File: src/rtl/core_pkg.sv
// core_pkg: core-wide architectural widths shared by pipeline blocks
package core_pkg;
  localparam int RF_ADDR_WIDTH  = 5;
  localparam int CSR_ADDR_WIDTH = 12;
endpackage

File: src/rtl/ctrl_scoreboard_pkg.sv
// ctrl_scoreboard_pkg: scoreboard defaults and pending-CSR slot type
package ctrl_scoreboard_pkg;
  localparam int DEF_NB_RS        = 2;
  localparam int DEF_MAX_INFLIGHT = 3;
  localparam int DEF_CSR_SLOTS    = 2;
  typedef struct packed {
    logic                               valid;
    logic [core_pkg::CSR_ADDR_WIDTH-1:0] addr;
  } csr_slot_t;
endpackage

File: src/rtl/csr_pending_cam.sv
// csr_pending_cam: pending CSR-write table with lookup, lowest-free allocate and lowest-match retire
module csr_pending_cam
  import ctrl_scoreboard_pkg::*;
#(
  parameter int CSR_SLOTS      = DEF_CSR_SLOTS,
  parameter int CSR_ADDR_WIDTH = core_pkg::CSR_ADDR_WIDTH
) (
  input  logic                      clk_i,
  input  logic                      rstn_i,
  input  logic                      flush_i,
  input  logic [CSR_ADDR_WIDTH-1:0] lookup_addr_i,
  output logic                      hit_o,
  output logic                      full_o,
  output logic                      busy_o,
  input  logic                      alloc_i,
  input  logic [CSR_ADDR_WIDTH-1:0] alloc_addr_i,
  input  logic                      retire_i,
  input  logic [CSR_ADDR_WIDTH-1:0] retire_addr_i,
  output logic                      retire_miss_o
);
  csr_slot_t [CSR_SLOTS-1:0] r_slot;
  logic [CSR_SLOTS-1:0] w_free_oh, w_ret_oh, w_hit, w_valid;
  // Descending scan so the last write wins, leaving the lowest index selected
  always_comb begin
    w_free_oh = '0;
    w_ret_oh  = '0;
    w_hit     = '0;
    w_valid   = '0;
    for (int i = CSR_SLOTS - 1; i >= 0; i--) begin
      w_valid[i] = r_slot[i].valid;
      w_hit[i]   = r_slot[i].valid && r_slot[i].addr == lookup_addr_i;
      if (!r_slot[i].valid) w_free_oh = CSR_SLOTS'(1) << i;
      if (r_slot[i].valid && r_slot[i].addr == retire_addr_i) w_ret_oh = CSR_SLOTS'(1) << i;
    end
  end
  assign hit_o         = |w_hit;
  assign full_o        = ~|w_free_oh;
  assign busy_o        = |w_valid;
  assign retire_miss_o = retire_i && ~|w_ret_oh;
  always_ff @(posedge clk_i or negedge rstn_i) begin
    if (!rstn_i) r_slot <= '0;
    else if (flush_i) r_slot <= '0;
    else begin
      for (int i = 0; i < CSR_SLOTS; i++) begin
        if (retire_i && w_ret_oh[i]) r_slot[i].valid <= 1'b0;
        if (alloc_i && w_free_oh[i]) r_slot[i] <= '{valid: 1'b1, addr: alloc_addr_i};
      end
    end
  end
endmodule

File: src/rtl/ctrl_scoreboard.sv
// ctrl_scoreboard: RAW/WAW hazard tracker with per-register in-flight counters and pending CSR writes
module ctrl_scoreboard
  import core_pkg::*;
  import ctrl_scoreboard_pkg::*;
#(
  parameter int NB_RS        = DEF_NB_RS,
  parameter int MAX_INFLIGHT = DEF_MAX_INFLIGHT,
  parameter int CSR_SLOTS    = DEF_CSR_SLOTS
) (
  input  logic                           clk_i,
  input  logic                           rstn_i,
  input  logic                           dec_valid_i,
  input  logic [NB_RS*RF_ADDR_WIDTH-1:0] dec_rs_i,
  input  logic [NB_RS-1:0]               dec_rs_used_i,
  input  logic [CSR_ADDR_WIDTH-1:0]      dec_csr_raddr_i,
  input  logic                           dec_csr_read_i,
  input  logic [RF_ADDR_WIDTH-1:0]       dec_rd_i,
  input  logic                           dec_rd_we_i,
  input  logic [CSR_ADDR_WIDTH-1:0]      dec_csr_waddr_i,
  input  logic                           dec_csr_we_i,
  output logic                           issue_ready_o,
  input  logic                           wb_rd_valid_i,
  input  logic [RF_ADDR_WIDTH-1:0]       wb_rd_i,
  input  logic                           wb_csr_valid_i,
  input  logic [CSR_ADDR_WIDTH-1:0]      wb_csr_waddr_i,
  input  logic                           flush_i,
  output logic                           busy_o,
  output logic                           err_o
);
  localparam int CNT_W = $clog2(MAX_INFLIGHT + 1);
  localparam int NREG  = 1 << RF_ADDR_WIDTH;
  logic [CNT_W-1:0] r_cnt [NREG];
  logic r_err;
  logic w_rs_haz, w_rd_sat, w_cnt_busy, w_wb_err, w_issue;
  logic w_csr_hit, w_csr_full, w_csr_busy, w_csr_miss;
  logic [NREG-1:0] w_inc, w_dec;
  always_comb begin
    w_rs_haz   = 1'b0;
    w_cnt_busy = 1'b0;
    for (int k = 0; k < NB_RS; k++)
      w_rs_haz = w_rs_haz | (dec_rs_used_i[k] && dec_rs_i[k*RF_ADDR_WIDTH +: RF_ADDR_WIDTH] != '0
                             && r_cnt[dec_rs_i[k*RF_ADDR_WIDTH +: RF_ADDR_WIDTH]] != '0);
    for (int i = 0; i < NREG; i++) w_cnt_busy = w_cnt_busy | (r_cnt[i] != '0);
  end
  assign w_rd_sat      = dec_rd_we_i && dec_rd_i != '0 && r_cnt[dec_rd_i] == CNT_W'(MAX_INFLIGHT);
  assign issue_ready_o = !(w_rs_haz || w_rd_sat || (dec_csr_read_i && w_csr_hit) || (dec_csr_we_i && w_csr_full));
  assign w_issue       = dec_valid_i && issue_ready_o;
  assign w_wb_err      = wb_rd_valid_i && wb_rd_i != '0 && r_cnt[wb_rd_i] == '0;
  // x0 never gets a strobe; an erroneous writeback leaves its counter untouched
  always_comb begin
    w_inc = '0;
    w_dec = '0;
    if (w_issue && dec_rd_we_i && dec_rd_i != '0) w_inc[dec_rd_i] = 1'b1;
    if (wb_rd_valid_i && wb_rd_i != '0 && !w_wb_err) w_dec[wb_rd_i] = 1'b1;
  end
  csr_pending_cam #(.CSR_SLOTS(CSR_SLOTS), .CSR_ADDR_WIDTH(CSR_ADDR_WIDTH)) u_cam (
    .clk_i         (clk_i),
    .rstn_i        (rstn_i),
    .flush_i       (flush_i),
    .lookup_addr_i (dec_csr_raddr_i),
    .hit_o         (w_csr_hit),
    .full_o        (w_csr_full),
    .busy_o        (w_csr_busy),
    .alloc_i       (w_issue && dec_csr_we_i),
    .alloc_addr_i  (dec_csr_waddr_i),
    .retire_i      (wb_csr_valid_i),
    .retire_addr_i (wb_csr_waddr_i),
    .retire_miss_o (w_csr_miss)
  );
  always_ff @(posedge clk_i or negedge rstn_i) begin
    if (!rstn_i) begin
      for (int i = 0; i < NREG; i++) r_cnt[i] <= '0;
      r_err <= 1'b0;
    end else begin
      for (int i = 0; i < NREG; i++)
        r_cnt[i] <= flush_i ? '0 : r_cnt[i] + CNT_W'(w_inc[i]) - CNT_W'(w_dec[i]);
      r_err <= r_err || (!flush_i && (w_wb_err || w_csr_miss));
    end
  end
  assign busy_o = w_cnt_busy || w_csr_busy;
  assign err_o  = r_err;
endmodule

File: config.mk
export PLATFORM = sky130hd
export DESIGN_NAME = ctrl_scoreboard
export DESIGN_NICKNAME = d
export VERILOG_FILES = /design/src/rtl/core_pkg.sv /design/src/rtl/ctrl_scoreboard_pkg.sv /design/src/rtl/csr_pending_cam.sv /design/src/rtl/ctrl_scoreboard.sv
export SDC_FILE = /design/constraint.sdc
export NUM_CORES = 1
export LEC_CHECK = 0
export CAP_MARGIN = 40
export CORE_MARGIN = 10
export CORE_UTILIZATION = 30
export CTS_BUF_LIST = sky130_fd_sc_hd__clkbuf_8
export CTS_CLUSTER_DIAMETER = 150
export DETAILED_ROUTE_END_ITERATION = 16
export SLEW_MARGIN = 10
export SYNTH_ARGS = -nofsm -noshare
export SYNTH_HDL_FRONTEND = slang
export SYNTH_SLANG_ARGS = --single-unit
File: constraint.sdc
create_clock -name clk_i -period 5.27 [get_ports clk_i]
set_clock_uncertainty 0.05 [all_clocks]
set_input_delay 1.054 -clock clk_i [delete_from_list [all_inputs] [get_ports clk_i]]
set_output_delay 1.054 -clock clk_i [all_outputs]
set_load 0.05 [all_outputs]
==> metrics.md, run 1 <==
| Metric | Value |
|---|---|
| Metal2 WL | `a little under 10000 µm` |
| Die width | `178 µm` |
| Final Routed Wirelength | `about 23000 µm` |
| Mapped Nets | `~900` |
| Highest Signal Layer | `met4` |
| GRT Resource Usage Total | `14.7%` |
| Routed length per instance | `between 15 and 20 µm` |
| Core ar. | `roughly 24000 µm²` |
| Worst-path clk slew | `~0.09 ns` |
| FF-to-FF Start | `r_cnt[54]` |
| Cell variety after synth | `59` |
| Largest net degree at the start of global routing | `47` |
| Slew @ Worst Pin | `approximately 0.66 ns` |
| Status | `complete, no violations` |
| Final nets | `roughly 990` |
| Slew HR | `between 50% and 60%` |
| Sequential area share after synthesis | `between 30% and 40%` |
| Pleak | `4.20 nW` |
| DRT met1 WL | `just over 10000 µm` |
| Final Power | `approximately 1.6 mW` |
| CTS tree | `built` |
| Overflow left after global routing | `0` |
| Final setup viols | `0` |
| Peak VDD IR | `0.113 mV` |
| Initial Utilization | `between 30% and 40%` |
| Initial antenna violation count | `0` |
| # DRC | `0` |
| Final Hold Viols | `0` |
| Post-cts gate resize count | `0` |
| Top FF cell, synth | `dfrtp_1` |
| PortBufs | `69` |
| Mapped Area | `7490 µm²` |
| Die Area | `31700 µm²` |
| RSZ-0062 raised after global routing | `no` |
| Reg2Reg Depth | `15` |
| Dpl cells | `1170` |
| Final Non-Filler Cells | `around 1200` |
| Fmax | `between 200 and 250 MHz` |
| Post-synth ARST share | `between 90% and 100%` |
| Worst Hold Class | `register to register` |
| CP startpoint | `dec_rd_i[0]` |
| Vias post-DR | `approximately 6000` |
| Cts-stage hold buffer count | `0` |
| Worst Min Path Start | `err_o` |
| Minimum clock period | `~5 ns` |
| Placed cell area | `approximately 8600 µm²` |
| Io pins | `70` |
| Area growth, synth to finish | `17.1%` |
| Diode count | `0` |
| Hold path depth | `1` |
| Number of synthesized flops with an enable pin | `0` |
| Register-to-Register Setup Slack | `around 1.6 ns` |
| Worst setup EP type | `output pin` |
| Synth warn | `0` |
| Crit path DAT | `around 3.8 ns` |
| Clk root buf | `clkbuf_8` |
| Critical Path RT | `~4.2 ns` |
| GPL Wtd Cong | `around 0.9` |
| CTS Buf Count | `9` |
| First-pass GRT wire length | `between 30000 and 40000 µm` |
| Met3 wire len | `around 1900 µm` |
| Fraction of layout cells with a size suffix above 1 | `under 10%` |
| Avg Cell Area, Syn | `between 9 and 10 µm²` |
| Antenna-violating nets left | `0` |
| Post-CTS setup buffer count | `0` |
| PD cells | `178 nW/µm²` |
| Post-synthesis register bit count | `91` |
| Post-route cell area | `approximately 9000 µm²` |
| First-pass DRT Iterations | `4` |
| Worst skew pair latency | `0.40 ns` |
| Die height | `roughly 180 µm` |
| Via density | `5.03` |
| Setup Crit Path Kind | `input pin to output pin` |
| CTS H-tree lvls | `3` |
| Crit Path Max Fanout | `14` |
| Post-detail-place hpwl | `about 18000 µm` |
| Fraction of the cycle the final worst path needs | `between 90% and 100%` |
| DR iter-0 viols | `between 400 and 500` |
| Cell Rows | `57` |
| Fillcell total | `2513` |
| Number of global-route vias before repair | `slightly above 6000` |
| CTS sink cnt | `just over 90` |
| Mapped Cells | `794` |
| CP Launch Type | `input pin` |
| Setup TNS | `0 ns` |
| Max_cap viols | `0` |
| Slew Limit Fails | `0` |
| CTS Buffer Depth | `2` |
[through the flow]
stage          utilization (%)  setup slack, ns  hold slack (ns)
3_3_place_gp              34.9            0.395            0.413
4_1_cts                   35.8            0.395            0.442
5_1_grt                   35.8            0.113            0.468
3_5_place_dp              35.0            0.372            0.415
2_1_floorplan                -             1.30            0.477
6_report                  35.8            0.395            0.432
[power breakdown]
group	switching, mW	internal, mW
registers	0.0144	0.709
clock network	0.286	0.248
logic	0.164	0.134
total	0.465	1.09
[cell usage after synthesis, types with 4 or more instances]
library cell | instances | area [µm²]
a211oi_1 | 4 | 30.0
a21oi_1 | 5 | 25.0
a31oi_1 | 6 | 37.5
and3_1 | 4 | 25.0
buf_2 | 13 | 65.1
clkbuf_1 | 19 | 71.3
dfrtp_1 | 91 | 2280
ha_1 | 64 | 801
inv_1 | 36 | 135
mux2_2 | 6 | 67.6
mux2i_1 | 48 | 480
mux4_2 | 21 | 473
nand2_1 | 34 | 128
nand2b_1 | 40 | 250
nand3_1 | 17 | 85.1
nand3b_1 | 8 | 60.1
nand4_1 | 17 | 106
nor2_1 | 116 | 435
nor2b_1 | 33 | 206
nor3_1 | 12 | 60.1
nor3b_1 | 9 | 67.6
nor4_1 | 12 | 75.1
nor4b_1 | 5 | 43.8
o21ai_0 | 9 | 45.0
o22ai_1 | 7 | 43.8
xnor2_1 | 59 | 517
xor2_1 | 53 | 464
[flip-flops by register name, summed over array words and instances (netlist names)]
name / flops
u_cam.r_slot: 26
err_o: 1
r_cnt: 64
[layout make-up]
| type | instances | area (µm²) | share of cell area (%) |
|---|---|---|---|
| sequential | 91 | 2280 | 26.0 |
| multi-input combinational | 623 | 4840 | 55.2 |
| clock buffer | 11 | 151 | 1.73 |
| tap | 324 | 405 | 4.62 |
| timing repair buffer | 94 | 888 | 10.1 |
| clock inverter | 5 | 60.1 | 0.685 |
| inverter | 38 | 143 | 1.63 |
[cells in the final DEF (no fill, tap or decap), types with 4 or more instances in the layout]
cell type | netlist | routed
nor2_1 | 116 | 116
dfrtp_1 | 91 | 91
clkdlybuf4s50_1 | 0 | 65
ha_1 | 64 | 64
xnor2_1 | 59 | 59
xor2_1 | 53 | 53
mux2i_1 | 48 | 48
nand2b_1 | 40 | 40
inv_1 | 36 | 37
nand2_1 | 34 | 34
nor2b_1 | 33 | 33
buf_4 | 3 | 25
mux4_2 | 21 | 21
nand3_1 | 17 | 17
nand4_1 | 17 | 17
nor3_1 | 12 | 12
nor4_1 | 12 | 12
clkbuf_8 | 0 | 11
nor3b_1 | 9 | 9
o21ai_0 | 9 | 9
nand3b_1 | 8 | 8
o22ai_1 | 7 | 7
a31oi_1 | 6 | 6
mux2_2 | 6 | 6
a21oi_1 | 5 | 5
nor4b_1 | 5 | 5
a211oi_1 | 4 | 4
and3_1 | 4 | 4
[routing by layer]
metal / GRT usage, % / vias to the layer above
met4: 3.51 / 0
met2: 22.6 / 206
met3: 4.91 / 20
li1: - / 2853
met5: 0 / -
met1: 19.4 / 2891
[path summary, 6_finish.rpt]
path | endpoint
setup / recovery | issue_ready_o
hold / removal | err_o
setup reg to reg | r_cnt[7]
hold reg to reg | err_o
max in group asynchronous | r_cnt[36]
min in group asynchronous | r_cnt[23]
[worst max-delay path: stages]
cell,delay [ns]
clkdlybuf4s50_1,0.89
nand2b_1,0.21
o22ai_1,0.10
a2111oi_2,0.40
a31oi_1,0.10
o311ai_2,0.31
nand4_2,0.17
inv_2,0.08
buf_4,0.25
buf_12,0.17
[kinds of logic after synthesis]
family	synth area share (%)
adders and majority gates	10.7
muxes	13.6
DFF	30.4
buffers and inverters	4.90
other	0.100
AOI/OAI and AO/OA	4.76
and+or+nand+nor	22.4
xor gates and xnor gates	13.1
Power figures use the tool's default switching activity.
==> run 2: changes to the inputs <==
--- a/config.mk
+++ b/config.mk
@@ -11,3 +11,2 @@
 export CTS_BUF_LIST = sky130_fd_sc_hd__clkbuf_8
-export CTS_CLUSTER_DIAMETER = 150
 export DETAILED_ROUTE_END_ITERATION = 16
@@ -16,2 +15,3 @@
 export SYNTH_HDL_FRONTEND = slang
+export SYNTH_HIERARCHICAL = 1
 export SYNTH_SLANG_ARGS = --single-unit
--- a/constraint.sdc
+++ b/constraint.sdc
@@ -4,2 +4,2 @@
 set_output_delay 1.054 -clock clk_i [all_outputs]
-set_load 0.05 [all_outputs]
+set_load 0.005 [all_outputs]
==> run 2 against run 1 <==
Effect of this change: clock-buffer cell count shrank 1; design area shrank 0.81%; global-route usage grew 0.12 points; setup slack lost 0.24 ns; die area shrank 1.1%; core utilization shrank 0.083 points.
==> metrics.md, run 2 <==
| Metric | Value |
|---|---|
| Critical Path RT | `about 4.2 ns` |
| Slew Limit Fails | `0` |
| Overflow left after global routing | `0` |
| CTS tree | `built` |
| Post-synth top area share | `between 30 and 40%` |
| CTS H-tree lvls | `3` |
| Max reg flops | `between 60 and 70` |
| Die height | `between 150 and 200 µm` |
| Antenna-violating nets left | `0` |
| CTS sink cnt | `91` |
| Top FF cell, synth | `dfrtp_1` |
| PortBufs | `69` |
| Slew @ Worst Pin | `0.859 ns` |
| Clk root buf | `clkbuf_8` |
| Synth warn | `6` |
| Worst setup EP type | `output pin` |
| Worst skew pair latency | `roughly 0.40 ns` |
| Mapped Nets | `952` |
| DR iter-0 viols | `682` |
| Io pins | `70` |
| Core ar. | `24300 µm²` |
| Worst Min Path Start | `err_o` |
| Fmax | `a little under 200 MHz` |
| Final nets | `1017` |
| CTS Buffer Depth | `2` |
| RSZ-0062 raised after global routing | `no` |
| Vias post-DR | `between 6000 and 7000` |
| Post-synth top cells | `96 x nor2_1, 91 x dfrtp_1, 73 x xnor2_1` |
| Crit path DAT | `between 4 and 5 ns` |
| Yosys top cell by area | `dfrtp_1` |
| Sw Share | `roughly 30%` |
| Setup Crit Path Kind | `input pin to output pin` |
| Number of synthesized flops with an enable pin | `0` |
| Cell variety after synth | `just over 60` |
| Fraction of the cycle the final worst path needs | `a little over nine tenths` |
| Most frequent cell after synthesis | `nor2_1` |
| Worst-path clk slew | `about 0.1 ns` |
| CP Launch Type | `input pin` |
| Commonest non-fill, non-tap cell in the layout | `nor2_1` |
| Crit Path Max Fanout | `3` |
| Post-synthesis register bit count | `91` |
| Minimum clock period | `around 5.1 ns` |
| Routed length per instance | `roughly 19 µm` |
| Logic pwr share | `19.4%` |
| Avg Cell Area, Syn | `about 9.0 µm²` |
| Most frequent cells in the layout | `96 x nor2_1, 91 x dfrtp_1, 73 x xnor2_1, 64 x nand2_1, 64 x ha_1` |
| Peak VDD IR | `between 0.1 and 0.15 mV` |
| PD cells | `~180 nW/µm²` |
| GPL Wtd Cong | `0.970` |
| Post-synth ARST share | `100%` |
| Post-CTS setup buffer count | `0` |
| Area growth, synth to finish | `17.6%` |
| Final setup viols | `0` |
| Final Hold Viols | `0` |
| Post-detail-place hpwl | `around 18000 µm` |
| Clock Power Share | `about 34%` |
| Mapped Cells | `about 820` |
| Largest net degree at the start of global routing | `37` |
| Initial antenna violation count | `1` |
| First-pass GRT wire length | `36000 µm` |
| Slew HR | `42.6%` |
| Mapped Area | `approximately 7400 µm²` |
| Pleak | `approximately 4.1 nW` |
| Number of global-route vias before repair | `between 6000 and 7000` |
| Worst Hold Class | `register to register` |
| Fraction of layout cells with a size suffix above 1 | `between 7 and 8%` |
| Cts-stage hold buffer count | `0` |
| Sequential area share after synthesis | `a little under a third` |
| Setup TNS | `0 ns` |
| Die width | `177 µm` |
| Final Non-Filler Cells | `about 1200` |
| Max_cap viols | `0` |
| Die Area | `approximately 31000 µm²` |
| Via density | `approximately 5.2` |
| Dpl cells | `around 1200` |
| Status | `complete, no violations` |
| First-pass DRT Iterations | `5` |
| CP startpoint | `dec_csr_raddr_i[4]` |
| Cell Rows | `57` |
| CTS Buf Count | `9` |
| Design internal power | `~1.1 mW` |
| P_sw | `around 0.46 mW` |
| # DRC | `0` |
| Final Routed Wirelength | `23100 µm` |
| FF-to-FF Start | `r_cnt[44]` |
| Initial Utilization | `30.4%` |
| Sequential power share | `between 40% and 50%` |
| GRT Resource Usage Total | `between 10% and 20%` |
| Synth area leaders | `dfrtp_1 31%, ha_1 11%, xnor2_1 8.6%` |
| Largest register by flop count | `r_cnt` |
## run 2: cell count changes after synthesis, sizes merged, moves of 6 or more
cell    before  now
o22ai        7   21
or2          0   19
xor2        53   39
o21ai       10    4
nor3        12   20
nor2       116   96
xnor2       59   73
mux2i       48   32
mux4        21   15
a21oi        5   34
nand3       17   37
nand2       34   64
nand2b      40    4
## run 2: critical path, stage by stage
cell             delay [ns]
clkdlybuf4s50_1        0.48
xnor2_1                0.16
nand3_1                0.11
nor4_1                 0.06
a41o_1                 0.22
a22oi_1                0.28
o31ai_1                0.16
a211o_1                0.32
nor4_4                 0.54
clkdlybuf4s50_1        0.61
## run 2: timing repair
item | in CTS | in global routing
hold endpoints to repair | 0 | 0
setup endpoints to repair | 0 | 1
resized for setup | 0 | 3
## run 2: final timing paths
| path | end | slack (ns) | depth (start not counted) |
|---|---|---|---|
| max | issue_ready_o | 0.16 | 10 |
| min | err_o | 0.44 | 1 |
| max reg2reg | r_cnt[7] | 1.30 | 14 |
| min reg2reg | err_o | 0.44 | 1 |
| max in group asynchronous | r_cnt[17] | 3.63 | 3 |
| min in group asynchronous | r_cnt[41] | 0.53 | 1 |
## run 2: power groups by stage
stage	clock network (mW)	registers (mW)	logic [mW]
after floorplan	0	0.732	0.159
after global placement	0	0.736	0.291
after detailed placement	0	0.736	0.295
after CTS	0.536	0.722	0.297
after global routing	0.562	0.724	0.325
final	0.518	0.722	0.298
## run 2: kinds of logic (layout without fill, tap and decap cells)
logic type	Yosys count	in the layout	synth area share, %
AOI/OAI and AO/OA	85	85	7.43
xor gates and xnor gates	112	112	13.3
adders and majority gates	64	64	10.8
buffers and inverters	77	147	4.82
DFF	91	91	30.8
muxes	48	48	9.15
other	2	3	0.102
and+or+nand+nor	342	342	23.6
## run 2: area by class of cell
cell class	count	area [µm²]
fillers	2478	15600
multi-input cells	653	4760
inverters	40	150
flip-flops and latches	91	2280
well taps	324	405
clock buffers	10	138
repair buffers	91	888
clock inverters	6	72.6
diodes	1	2.50
## run 2: metrics by stage
step | setup slack, ns | util, % | hold slack (ns) | power (mW) | area [µm²]
after floorplan | 1.24 | - | 0.418 | 0.891 | 7400
after global placement | 0.0877 | 34.7 | 0.408 | 1.03 | 8440
after detailed placement | 0.0891 | 34.9 | 0.414 | 1.03 | 8480
after CTS | 0.0665 | 35.7 | 0.442 | 1.56 | 8690
after global routing | 0.0548 | 35.7 | 0.449 | 1.61 | 8690
final | 0.158 | 35.8 | 0.437 | 1.54 | 8700
## run 2: per-layer routing
layer	part of all wire, %	routed length (µm)	GRT usage, %
met3	7.7	1780	2.94
met4	3.8	873	6.48
met1	45	10300	19.9
met2	44	10200	22.5
met5	0	0	0
